==> src/rtl/conv_phase_center_loader.sv <==
// Sequences centre-RAM writes for conv_phase: single-entry loads, full-bank clears and
// frame-aligned bank swaps, decoded from rising edges of the software command word.
module conv_phase_center_loader #(
   parameter int unsigned ADDR_W = 8,
   parameter int unsigned DATA_W = 20,
   parameter int unsigned CNT_W  = 16
) (
   input  logic              user_clk,
   input  logic              user_rst,
   input  logic [31:0]       cmd_word,
   input  logic              sync_in,
   output logic              ram_we,
   output logic              ram_bank,
   output logic [ADDR_W-1:0] ram_addr,
   output logic [DATA_W-1:0] ram_data,
   output logic              bank_sel,
   output logic              busy,
   output logic              done,
   output logic              err,
   output logic [CNT_W-1:0]  load_count
);

   localparam int unsigned ChHi = ADDR_W + DATA_W - 1;
   localparam logic [ADDR_W-1:0] LastAddr = '1;

   typedef enum logic [2:0] {
      StIdle,
      StWrite,
      StSweep,
      StWaitSync,
      StFinish
   } state_e;

   state_e            state_q, state_d;
   logic [31:0]       cmd_q;
   logic [2:0]        cmd_p_q;
   logic              armed_q;
   logic [ADDR_W-1:0] addr_q, addr_d;
   logic [DATA_W-1:0] data_q, data_d;
   logic              bank_q, bank_d;
   logic              is_load_q, is_load_d;
   logic              err_q, err_d;
   logic [CNT_W-1:0]  cnt_q, cnt_d;
   logic              load_e, clr_e, swap_e, any_e;

   // Bits between the payload and the flag field carry no meaning.
   if (ADDR_W + DATA_W < 29) begin : g_unused
      logic unused_cmd;
      assign unused_cmd = ^cmd_q[28:ADDR_W+DATA_W];
   end

   // Command capture is deliberately not reset, so a bit held high through reset is already
   // in cmd_q at release and can never look like an edge.
   always_ff @(posedge user_clk) begin
      cmd_q <= cmd_word;
   end

   // Previous-cycle flags and the arm bit that masks the first cycle after reset.
   always_ff @(posedge user_clk) begin
      if (user_rst) begin
         cmd_p_q <= '0;
         armed_q <= 1'b0;
      end else begin
         cmd_p_q <= cmd_q[31:29];
         armed_q <= 1'b1;
      end
   end

   assign load_e = cmd_q[31] & ~cmd_p_q[2] & armed_q;
   assign clr_e  = cmd_q[30] & ~cmd_p_q[1] & armed_q;
   assign swap_e = cmd_q[29] & ~cmd_p_q[0] & armed_q;
   assign any_e  = load_e | clr_e | swap_e;

   // State and datapath registers.
   always_ff @(posedge user_clk) begin
      if (user_rst) begin
         state_q   <= StIdle;
         addr_q    <= '0;
         data_q    <= '0;
         bank_q    <= 1'b0;
         is_load_q <= 1'b0;
         err_q     <= 1'b0;
         cnt_q     <= '0;
      end else begin
         state_q   <= state_d;
         addr_q    <= addr_d;
         data_q    <= data_d;
         bank_q    <= bank_d;
         is_load_q <= is_load_d;
         err_q     <= err_d;
         cnt_q     <= cnt_d;
      end
   end

   // Command decode, sequencing and write-port control.
   always_comb begin
      state_d   = state_q;
      addr_d    = addr_q;
      data_d    = data_q;
      bank_d    = bank_q;
      is_load_d = is_load_q;
      err_d     = err_q;
      cnt_d     = cnt_q;
      ram_we    = 1'b0;
      done      = 1'b0;

      if (state_q != StIdle && any_e) begin
         err_d = 1'b1;
      end

      case (state_q)
         StIdle: begin
            if (clr_e) begin
               state_d   = StSweep;
               addr_d    = '0;
               data_d    = '0;
               is_load_d = 1'b0;
               if (load_e || swap_e) err_d = 1'b1;
            end else if (load_e) begin
               state_d   = StWrite;
               addr_d    = cmd_q[ChHi:DATA_W];
               data_d    = cmd_q[DATA_W-1:0];
               is_load_d = 1'b1;
               if (swap_e) err_d = 1'b1;
            end else if (swap_e) begin
               state_d   = StWaitSync;
               is_load_d = 1'b0;
            end
         end
         StWrite: begin
            ram_we  = 1'b1;
            state_d = StFinish;
         end
         StSweep: begin
            ram_we = 1'b1;
            addr_d = addr_q + ADDR_W'(1);
            if (addr_q == LastAddr) state_d = StFinish;
         end
         StWaitSync: begin
            if (sync_in) begin
               bank_d  = ~bank_q;
               state_d = StFinish;
            end
         end
         StFinish: begin
            done    = 1'b1;
            state_d = StIdle;
            if (is_load_q) cnt_d = cnt_q + CNT_W'(1);
         end
         default: state_d = StIdle;
      endcase
   end

   assign ram_addr   = addr_q;
   assign ram_data   = data_q;
   assign bank_sel   = bank_q;
   assign ram_bank   = ~bank_q;
   assign busy       = (state_q != StIdle);
   assign err        = err_q;
   assign load_count = cnt_q;

endmodule

==> config.mk <==
export PLATFORM = sky130hd
export DESIGN_NAME = conv_phase_center_loader
export DESIGN_NICKNAME = d
export VERILOG_FILES = /design/src/rtl/conv_phase_center_loader.sv
export SDC_FILE = /design/constraint.sdc
export NUM_CORES = 1
export LEC_CHECK = 0
export CORE_UTILIZATION = 26
export DETAILED_ROUTE_END_ITERATION = 8
export HOLD_SLACK_MARGIN = 0.06
export SLEW_MARGIN = 10
export SYNTH_ARGS = -nofsm -noshare
export SYNTH_HDL_FRONTEND = slang
export SYNTH_SLANG_ARGS = --single-unit
export TNS_END_PERCENT = 10
==> constraint.sdc <==
create_clock -name user_clk -period 3.9 [get_ports user_clk]
set_input_delay 0.78 -clock user_clk [delete_from_list [all_inputs] [get_ports user_clk]]
set_output_delay 0.78 -clock user_clk [all_outputs]
set_load 0.01 [all_outputs]
; ---- After elaboration in Yosys (flattened, before gate mapping)
; Cells that the tools add are included.
; W data, S select, Z words.
[op_classes]
addsub = 2
eq_ne = 9
mux = 23
bitwise = 12
reduce_logical = 14
[op_table]
columns = operator, n
row1 = $mux W20, 2
row2 = $add A16 B1 Y16 const B, 1
row3 = $mux W8, 2
row4 = $pmux W8 S2, 1
row5 = $mux W3, 5
row6 = $mux W1, 12
row7 = $pmux W3 S4, 1
row8 = $reduce_and A2 Y1, 5
row9 = $add A8 B1 Y8 const B, 1
row10 = $eq A8 B8 Y1 const B, 1
row11 = $and A1 B1 Y1, 6
row12 = $eq A3 B2 Y1 const B, 2
row13 = $reduce_bool A3 Y1, 2
row14 = $ne A2 B2 Y1 const B, 2
row15 = $ne A4 B4 Y1 const B, 1
row16 = $not A1 Y1, 4
row17 = $reduce_bool A2 Y1, 2
row18 = $eq A3 B1 Y1 const B, 1
row19 = $eq A3 B3 Y1 const B, 1
row20 = $logic_not A3 Y1, 1
row21 = $ne A3 B3 Y1 const B, 1
row22 = $reduce_and A3 Y1, 1
row23 = $or A1 B1 Y1, 2
row24 = $reduce_or A2 Y1, 1
row25 = other kinds (2), 2
[totals]
register_bits = 86
input_bits = 35
output_inout_bits = 50
elab_cells = 70

; ---- Longest topological paths before layout
; Gate-level depths: netlist (run 1).
[logic_depth]
word_depth = 11
mapped_depth = 7

; ---- Worst setup path after synthesis (run 1)
; OpenSTA, ideal clock, no wires.
[synth_path]
kind = reg2reg
start = register state_q[1]
end = register cnt_q[14], in the netlist load_count[14]
setup_ps = 70
t_arrival_ps = 1617
required_time_ps = 3830
path_slack_ps = 2212
path_stages_with_launch = 6
period_less_slack_ps = 1688
cell_sequence = dfxtp_1 -> buf_6 -> nand4bb_4 -> or3_1 -> or4_1 -> a21oi_1
[synth_via]
elab_chain_len = 2
[synth_lines]
columns = element, line
row1 = from (decl), 34  ; state_e state_q, state_d;
row2 = from (signal assigned), 77  ; state_q <= StIdle;
row3 = from (signal assigned), 85  ; state_q <= state_d;
row4 = $eq A3 B3 Y1, 111  ; case (state_q)
row5 = $reduce_and A2 Y1 (no line), -
row6 = to (signal assigned), 91  ; cnt_q <= cnt_d;
row7 = to (decl), 43  ; logic [CNT_W-1:0] cnt_q, cnt_d;
; No other way between the ends.
; A chain may end at the register's enable or synchronous reset.

; ---- Worst setup path in the final report (run 1)
[layout_path]
start = register state_q[2]
end = output port busy
[layout_via]
elab_chain_len = 1
[layout_lines]
columns = element, line
row1 = $reduce_bool A3 Y1, 158  ; assign busy = (state_q != StIdle);
row2 = to (decl), 17  ; output logic busy,
; No other way between the ends.

==> impl_metrics.json, run 1 <==
{
  "htreeDepth": 3,
  "criticalPathCategory": "register to output pin",
  "die_w_um": 108,
  "rsz0062_at_grt": "false",
  "final_common_cell": "dfxtp_1",
  "vias": 2340,
  "ys_types": 49,
  "synth_top_area_cell": "dfxtp_1",
  "ios": 85,
  "synth_edf_count": 0,
  "utilization_pct": 37.2,
  "drive_gt1_share_pct": 6.56,
  "setup-violations-final": 0,
  "dp_hpwl_um": 4580,
  "track_usage_pct": 12.0,
  "vias_per_cell": 4.62,
  "hold_viol_final": 0,
  "setup_tns_ns": 0,
  "post_cts_resized": 0,
  "cts.sinks": 85,
  "syn_area_per_cell_sq_um": 10.4,
  "insertion_delay_ns": 0.35,
  "syn_area_sq_um": 2920,
  "clock_skew_ns": 0.00977,
  "yosys.area.top_type_share_pct": 58.2,
  "antenna_cells": 0,
  "grt_overflow": 0,
  "synthArstFlopShare_pct": 0,
  "routed_wl_um": 6600,
  "drtIter0Drc": 95,
  "fin_crit_sh_pct": 65.9,
  "area_growth_pct": 38.5,
  "clockBufferDepth": 2,
  "p_sw_share_pct": 25.0,
  "numCtsBuffers": 9,
  "avgRoutedWirePerCell_um": 13.0,
  "internal_power_uw": 1250,
  "power_density_nw_per_um2": 410,
  "fillCellCount": 1118,
  "slowest_delay_ns": 0.49,
  "finalCriticalPeriod_ns": 2.57,
  "arrival_ns": 1.79,
  "slew_viol_final": 0,
  "ys_ff_latch": 85,
  "required_ns": 3.12,
  "path_clk_slew_ns": 0.08,
  "die_h_um": 108,
  "cp_cell_sequence": "nor3_2, inv_2, clkdlybuf4s50_1",
  "place.gp.congestion": 0.713,
  "yosysWarnings": 0,
  "antenna_found_initial": 0,
  "power.switching_uw": 415,
  "drc_errors": 0,
  "cp_top_family": "buffers and inverters",
  "port_buffers": 83,
  "final_nets": 399,
  "ant_nets": 0,
  "seq_power_share_pct": 56.0,
  "std_cell_rows": 38,
  "worst-path-max-fanout": 10,
  "grt_pass1_vias": 2235,
  "slew_headroom_pct": 36.3,
  "regToRegSetupSlack_ns": 1.94,
  "clkPwrFrac_pct": 33.8,
  "grt_pass1_wl_um": 10800,
  "fp.dieArea_sq_um": 11700,
  "initial_core_util_pct": 26.9,
  "endpoint_kind": "output pin",
  "syn_nets": 317,
  "crit_path_top_delay_cell": "clkdlybuf4s50_1",
  "outcome": "completed",
  "post_cts_buffers": 0,
  "drtPass1Iterations": 4,
  "ys.flop_type": "dfxtp_1",
  "fmax_ghz": 0.389,
  "drv_cap": 0,
  "core_area_sq_um": 10900,
  "cts_hold_buf": 0,
  "layout_common_cells": "dfxtp_1 (85), clkdlybuf4s50_1 (82), nor2_1 (37)",
  "ys_seq_area_share_pct": 58.2,
  "worst_setup_path_start_kind": "register",
  "critPathBufInv": 2,
  "ir_drop_mv": 0.148,
  "syn-instance-count": 280,
  "tightest_slew_ns": 0.954,
  "holdCritPathClass": "register to register",
  "leakage_uw": 0.00142,
  "combinationalPowerShare_pct": 10.2,
  "cts_root_buf": "clkbuf_8",
  "yosys-top-cells-area": "dfxtp_1 (58%), a22oi_1 (5.4%), nor2_1 (4.7%)",
  "cts_tree": "yes",
  "grt_max_degree": 29
}
## through the flow
stage               std cells  setup slack [ns]  hold slack, ns  total power (uW)  area (sq um)
global placement          491              1.73           0.435              1120          3870
global route              506              1.20           0.481              1750          4050
finish                    506              1.33           0.451              1660          4050
detailed placement        491              1.69           0.441              1120          3870
floorplan                 280              2.21           0.422              1030          2920
CTS                       506              1.30           0.454              1690          4050
## cell usage after synthesis (all sizes together) (2+ instances only)
| cell | instances |
|---|---|
| o211ai | 4 |
| nand4 | 8 |
| xnor2 | 7 |
| buf | 6 |
| o31ai | 3 |
| or4 | 2 |
| nor3 | 3 |
| a22oi | 21 |
| dfxtp | 85 |
| ha | 2 |
| nand3b | 3 |
| o21ai | 4 |
| nand2 | 10 |
| o21a | 2 |
| xor2 | 6 |
| clkbuf | 9 |
| nor4b | 2 |
| a311oi | 2 |
| nor2b | 8 |
| nor2 | 37 |
| and3 | 5 |
| nor4 | 3 |
| nor3b | 2 |
| nand3 | 7 |
| inv | 4 |
| and4 | 2 |
| a21oi | 16 |
| or3 | 3 |
## logic make-up (layout without fill, tap and decap cells)
group,count (synthesis),in the layout,share of synthesized area (%)
buffers and inverters,19,105,3.00
flip-flops,85,85,58.2
multiplexers,1,1,0.385
AND/OR/NAND/NOR,100,100,19.6
adder cells (fa/ha/maj),2,2,0.856
AO/OA/AOI/OAI,60,60,14.1
XOR/XNOR,13,13,3.89
## power by group through the flow
| stage | clock network, uW | logic [uW] | registers (uW) |
|---|---|---|---|
| after floorplan | 0 | 85.0 | 947 |
| after global placement | 0 | 169 | 949 |
| after detailed placement | 0 | 172 | 950 |
| after CTS | 587 | 173 | 930 |
| after global routing | 625 | 187 | 935 |
| final | 562 | 170 | 930 |
## registers in the layout (all words and copies together) (netlist names)
register    flops
cmd_q          31
ram_data       20
load_count     16
ram_addr        8
cmd_p_q         3
state_q         3
armed_q         1
bank_sel        1
err             1
is_load_q       1
## final timing paths
check / from / to / depth (start not counted)
worst max register to register: state_q[1] / ram_addr[6] / 4
worst max-delay path: state_q[2] / busy / 3
worst min-delay path: cmd_q[22] / ram_addr[2] / 2
worst min register to register: cmd_q[22] / ram_addr[2] / 2
## metal layers
| layer | track usage, % | up-vias | share of wire (%) |
|---|---|---|---|
| met5 | 0 | - | 0 |
| met4 | 6.56 | 0 | 2.1 |
| met3 | 3.92 | 11 | 5.9 |
| met2 | 18.9 | 60 | 48 |
| met1 | 14.5 | 1100 | 44 |
| li1 | - | 1169 | - |
## tightest hold or removal path, cell delays in order, from the launching register on
cell	delay (ns)
dfxtp_1	0.31
nand2_1	0.05
a21oi_1	0.05
## cell type report
cell class / count / area (sq um) / area share, %
inverters: 4 / 15.0 / 0.371
multi-input cells: 176 / 1130 / 28.0
clock inverters: 4 / 32.5 / 0.803
well taps: 140 / 175 / 4.33
clock buffers: 11 / 141 / 3.49
repair buffers: 86 / 848 / 21.0
flip-flops and latches: 85 / 1700 / 42.0
Power figures use the tool's default switching activity.
==> inputs of run 2 (changes only) <==
==> constraint.sdc (replaced) <==
create_clock -name user_clk -period 2.45 [get_ports user_clk]
set_input_delay 0.49 -clock user_clk [delete_from_list [all_inputs] [get_ports user_clk]]
set_output_delay 0.49 -clock user_clk [all_outputs]
set_load 0.01 [all_outputs]
==> run 2 against run 1 <==
Cell count rose by 0.79%. Core utilization rose by 0.63 points. Non-clock buffer count rose by 3. Via count fell by 0.51%. Die area did not move. Power rose by 68%. Combinational power rose by 63%. Largest cell class unchanged. Highest routed layer unchanged.
==> impl_metrics.json, run 2 (synthesis gave the netlist of run 1 again) <==
{
  "outcome": "completed",
  "power_uw": 2790,
  "place.gp.congestion": 0.731,
  "slowest_delay_ns": 0.49,
  "utilization_pct": 37.8,
  "combinationalPowerShare_pct": 9.9,
  "r2r_end": "load_count[15]",
  "drv_cap": 0,
  "fp.dieArea_sq_um": 11700,
  "area_growth_pct": 40.8,
  "drtIter0Drc": 91,
  "cts_root_buf": "clkbuf_8",
  "avgRoutedWirePerCell_um": 13.0,
  "die_w_um": 108,
  "endpoint": "busy",
  "antenna_cells": 0,
  "layout_common_cells": "dfxtp_1 (85), clkdlybuf4s50_1 (82), nor2_1 (37)",
  "setup_tns_ns": 0,
  "grt_overflow": 0,
  "drive_gt1_share_pct": 7.84,
  "finalCriticalPeriod_ns": 2.26,
  "timing.critical_path.from": "state_q[2]",
  "vias_per_cell": 4.56,
  "power.switching_uw": 686,
  "path_depth": 3,
  "grt_pass1_vias": 2243,
  "fmax_ghz": 0.442,
  "final_common_cell": "dfxtp_1",
  "worst_r2r_startpoint": "state_q[2]",
  "cts_tree": "yes",
  "arrival_ns": 1.77,
  "cts.sinks": 85,
  "port_buffers": 83,
  "clockBufferDepth": 2,
  "grt_max_degree": 28,
  "p_sw_share_pct": 24.6,
  "top_register": "cmd_q",
  "ir_drop_mv": 0.327,
  "worst_setup_path_start_kind": "register",
  "setup-violations-final": 0,
  "power_density_nw_per_um2": 676,
  "vias": 2328,
  "seq_power_share_pct": 53.2,
  "slew_headroom_pct": 69.9,
  "routed_wl_um": 6610,
  "clock_skew_ns": 0.00920,
  "clkPwrFrac_pct": 36.9,
  "regToRegSetupSlack_ns": 0.49,
  "final_nets": 402,
  "cp_top_family": "buffers and inverters",
  "rsz0062_at_grt": "false",
  "path_clk_slew_ns": 0.09,
  "core_area_sq_um": 10900,
  "track_usage_pct": 11.9,
  "grt_pass1_wl_um": 10800,
  "std_cell_rows": 38,
  "drtPass1Iterations": 4,
  "antenna_found_initial": 0,
  "worst-path-max-fanout": 10,
  "leakage_uw": 0.00145,
  "internal_power_uw": 2100,
  "largest_reg_flops": 31,
  "ant_nets": 0,
  "fin_cells": 510,
  "fin_crit_sh_pct": 92.4,
  "reg2reg_depth": 4,
  "numCtsBuffers": 9,
  "criticalPathCategory": "register to output pin",
  "cp_cell_sequence": "nor3_2, inv_2, clkdlybuf4s50_1",
  "post_cts_buffers": 0,
  "slew_viol_final": 0,
  "post_cts_resized": 0,
  "endpoint_kind": "output pin",
  "fillCellCount": 1061,
  "ios": 85,
  "htreeDepth": 3,
  "insertion_delay_ns": 0.35,
  "tightest_slew_ns": 0.446,
  "cts_hold_buf": 0,
  "dp_hpwl_um": 4660,
  "hold_viol_final": 0,
  "critPathBufInv": 2,
  "placedCellCount": 494,
  "initial_core_util_pct": 26.9,
  "crit_path_top_delay_cell": "clkdlybuf4s50_1",
  "required_ns": 1.96,
  "die_h_um": 108,
  "holdCritPathClass": "register to register",
  "drc_errors": 0
}
## run 2: cell types whose count changed in the layout (fill, tap and decap cells not counted), sizes merged
| cell | delta |
|---|---|
| bufinv | +1 |
| buf | +3 |
| clkbuf | -1 |
| clkinvlp | +1 |
## run 2: how the worst min path moves through the flow
stage,start,endpoint,cells past startpoint
after floorplan,cmd_q[22],ram_addr[2],2
after global placement,cmd_q[22],ram_addr[2],2
after detailed placement,cmd_q[22],ram_addr[2],2
after CTS,cmd_q[22],ram_addr[2],2
after global routing,cmd_q[22],ram_addr[2],2
final,cmd_q[22],ram_addr[2],2
## run 2: tightest hold or removal path, cell delays in order (launching register included)
cell and delay (ns):
dfxtp_1 0.30, nand2_1 0.05, a21oi_1 0.05
## run 2: cell type report
| type | count | area, sq um | area share (%) |
|---|---|---|---|
| clock buffers | 10 | 138 | 3.34 |
| clock inverters | 6 | 70.1 | 1.70 |
| inverters | 4 | 15.0 | 0.365 |
| multi-input cells | 176 | 1130 | 27.6 |
| flip-flops and latches | 85 | 1700 | 41.3 |
| well taps | 140 | 175 | 4.25 |
| repair buffers | 89 | 883 | 21.5 |
## run 2: stage by stage
| stage | area, sq um | worst slack, ns | hold slack [ns] |
|---|---|---|---|
| floorplan | 2920 | 0.762 | 0.422 |
| global placement | 3910 | 0.529 | 0.432 |
| detailed placement | 3910 | 0.501 | 0.434 |
| CTS | 4120 | 0.153 | 0.448 |
| global route | 4120 | 0.0919 | 0.472 |
| finish | 4120 | 0.187 | 0.448 |
## run 2: power groups by stage
stage / combinational, uW / clock [uW] / sequential [uW]
6_report: 277 / 1030 / 1480
5_1_grt: 304 / 1140 / 1490
4_1_cts: 282 / 1070 / 1480
3_5_place_dp: 281 / 0 / 1510
3_3_place_gp: 277 / 0 / 1510
2_1_floorplan: 135 / 0 / 1510
## run 2: routing by layer
| metal | global-route usage [%] | wire length [um] | vias up |
|---|---|---|---|
| li1 | - | - | 1175 |
| met5 | 0 | 0 | - |
| met4 | 4.21 | 70 | 0 |
| met2 | 18.9 | 3070 | 62 |
| met1 | 14.5 | 3010 | 1085 |
| met3 | 4.88 | 454 | 6 |
==> inputs of run 3 (changes only) <==
--- a/config.mk
+++ b/config.mk
@@ -8,6 +8,7 @@
 export CORE_UTILIZATION = 26
 export DETAILED_ROUTE_END_ITERATION = 8
 export HOLD_SLACK_MARGIN = 0.06
+export SKIP_CTS_REPAIR_TIMING = 1
 export SLEW_MARGIN = 10
 export SYNTH_ARGS = -nofsm -noshare
 export SYNTH_HDL_FRONTEND = slang
==> constraint.sdc (replaced) <==
create_clock -name user_clk -period 2.45 [get_ports user_clk]
set_input_delay 0.3675 -clock user_clk [delete_from_list [all_inputs] [get_ports user_clk]]
set_output_delay 0.3675 -clock user_clk [all_outputs]
set_load 0.01 [all_outputs]
==> run 3 against run 2 <==
Power down 4.4%. Design area down 0.46%. Sequential power about the same. Critical endpoint unchanged. Largest cell class unchanged. Fmax up 5.9%.
==> impl_metrics.json, run 3 (synthesis gave the netlist of run 1 again) <==
{
  "vias_per_cell": 4.56,
  "worst-path-max-fanout": 10,
  "clock_skew_ns": 0.0117,
  "cts.sinks": 85,
  "numCtsBuffers": 9,
  "ant_nets": 0,
  "grt_max_degree": 28,
  "ir_drop_mv": 0.367,
  "avgRoutedWirePerCell_um": 12.5,
  "power_density_nw_per_um2": 649,
  "tightest_slew_ns": 0.507,
  "path_clk_slew_ns": 0.09,
  "worst_setup_path_start_kind": "register",
  "antenna_cells": 0,
  "rsz0062_at_grt": "false",
  "grt_pass1_wl_um": 10500,
  "setup_tns_ns": 0,
  "slowest_delay_ns": 0.49,
  "min_from": "user_rst",
  "required_ns": 2.08,
  "drive_gt1_share_pct": 8.09,
  "grt_pass1_vias": 2191,
  "largest_reg_flops": 31,
  "leakage_uw": 0.00145,
  "core_area_sq_um": 10900,
  "place.gp.congestion": 0.701,
  "fp.dieArea_sq_um": 11700,
  "track_usage_pct": 11.5,
  "drv_cap": 0,
  "timing.critical_path.from": "state_q[2]",
  "clockBufferDepth": 2,
  "dp_hpwl_um": 4570,
  "final_common_cell": "dfxtp_1",
  "crit_path_top_delay_cell": "clkdlybuf4s50_1",
  "cp_top_family": "buffers and inverters",
  "fillCellCount": 1102,
  "slew_headroom_pct": 65.7,
  "routed_wl_um": 6400,
  "power_uw": 2660,
  "multi_input_area_sq_um": 1130,
  "hold_viol_final": 0,
  "std_cell_rows": 38,
  "top_register": "cmd_q",
  "ios": 85,
  "die_h_um": 108,
  "drtIter0Drc": 73,
  "area_growth_pct": 40.2,
  "insertion_delay_ns": 0.34,
  "critPathBufInv": 2,
  "slew_viol_final": 0,
  "drtPass1Iterations": 4,
  "criticalPathCategory": "register to output pin",
  "initial_core_util_pct": 26.9,
  "layout_common_cells": "dfxtp_1 (85), clkdlybuf4s50_1 (82), nor2_1 (37)",
  "regArea_sq_um": 1700,
  "grt_overflow": 0,
  "die_w_um": 108,
  "arrival_ns": 1.77,
  "outcome": "completed",
  "cts_root_buf": "clkbuf_8",
  "cp_cell_sequence": "nor3_2, inv_2, clkdlybuf4s50_1",
  "setup-violations-final": 0,
  "vias": 2328,
  "drc_errors": 0,
  "cts_tree": "yes",
  "endpoint_kind": "output pin",
  "fmax_ghz": 0.468,
  "finalCriticalPeriod_ns": 2.14,
  "antenna_found_initial": 0,
  "fin_crit_sh_pct": 87.2,
  "holdCritPathClass": "input port to register",
  "htreeDepth": 3,
  "final_nets": 403,
  "port_buffers": 83,
  "worst_r2r_startpoint": "state_q[2]"
}
[run 3: power breakdown]
group          leakage [uW]  switching, uW  internal (uW)
combinational      0.000660            122            154
sequential         0.000700           42.3           1440
clock             0.0000930            503            402
total               0.00145            667           1990
[run 3: path summary, 6_finish.rpt]
path	slack, ns	end	depth (start not counted)
hold reg to reg	0.45	ram_addr[2]	2
hold / removal	0.34	load_count[7]	2
setup / recovery	0.31	busy	3
setup reg to reg	0.59	ram_addr[6]	6
[run 3: cell type report]
cell class / count / share of cell area (%)
sequential: 85 / 41.5
timing repair buffer: 90 / 21.7
tap: 140 / 4.27
multi-input combinational: 176 / 27.7
inverter: 4 / 0.366
clock inverter: 6 / 1.07
clock buffer: 10 / 3.36
[run 3: metal layers]
metal	global-route usage [%]	share of wire, %	vias to the layer above
li1	-	-	1188
met1	14.8	48	1076
met2	17.8	45	56
met3	4.40	6.1	8
met4	3.52	1.1	0
met5	0	0	-
[run 3: through the flow]
step	setup WS [ns]	util (%)	cells	hold slack, ns	instance area, sq um
floorplan	0.762	-	280	0.395	2920
global route	0.202	37.6	511	0.346	4100
detailed placement	0.575	36.0	495	0.440	3920
finish	0.313	37.6	511	0.340	4100
global placement	0.608	36.0	495	0.433	3920
CTS	0.287	37.6	511	0.338	4100
[run 3: worst register-to-register path, stage by stage, from the launching register on]
cell	delay, ns
dfxtp_1	0.43
nor3_2	0.41
inv_2	0.11
nor3_4	0.42
buf_12	0.22
a2bb2oi_1	0.08
a21oi_1	0.14
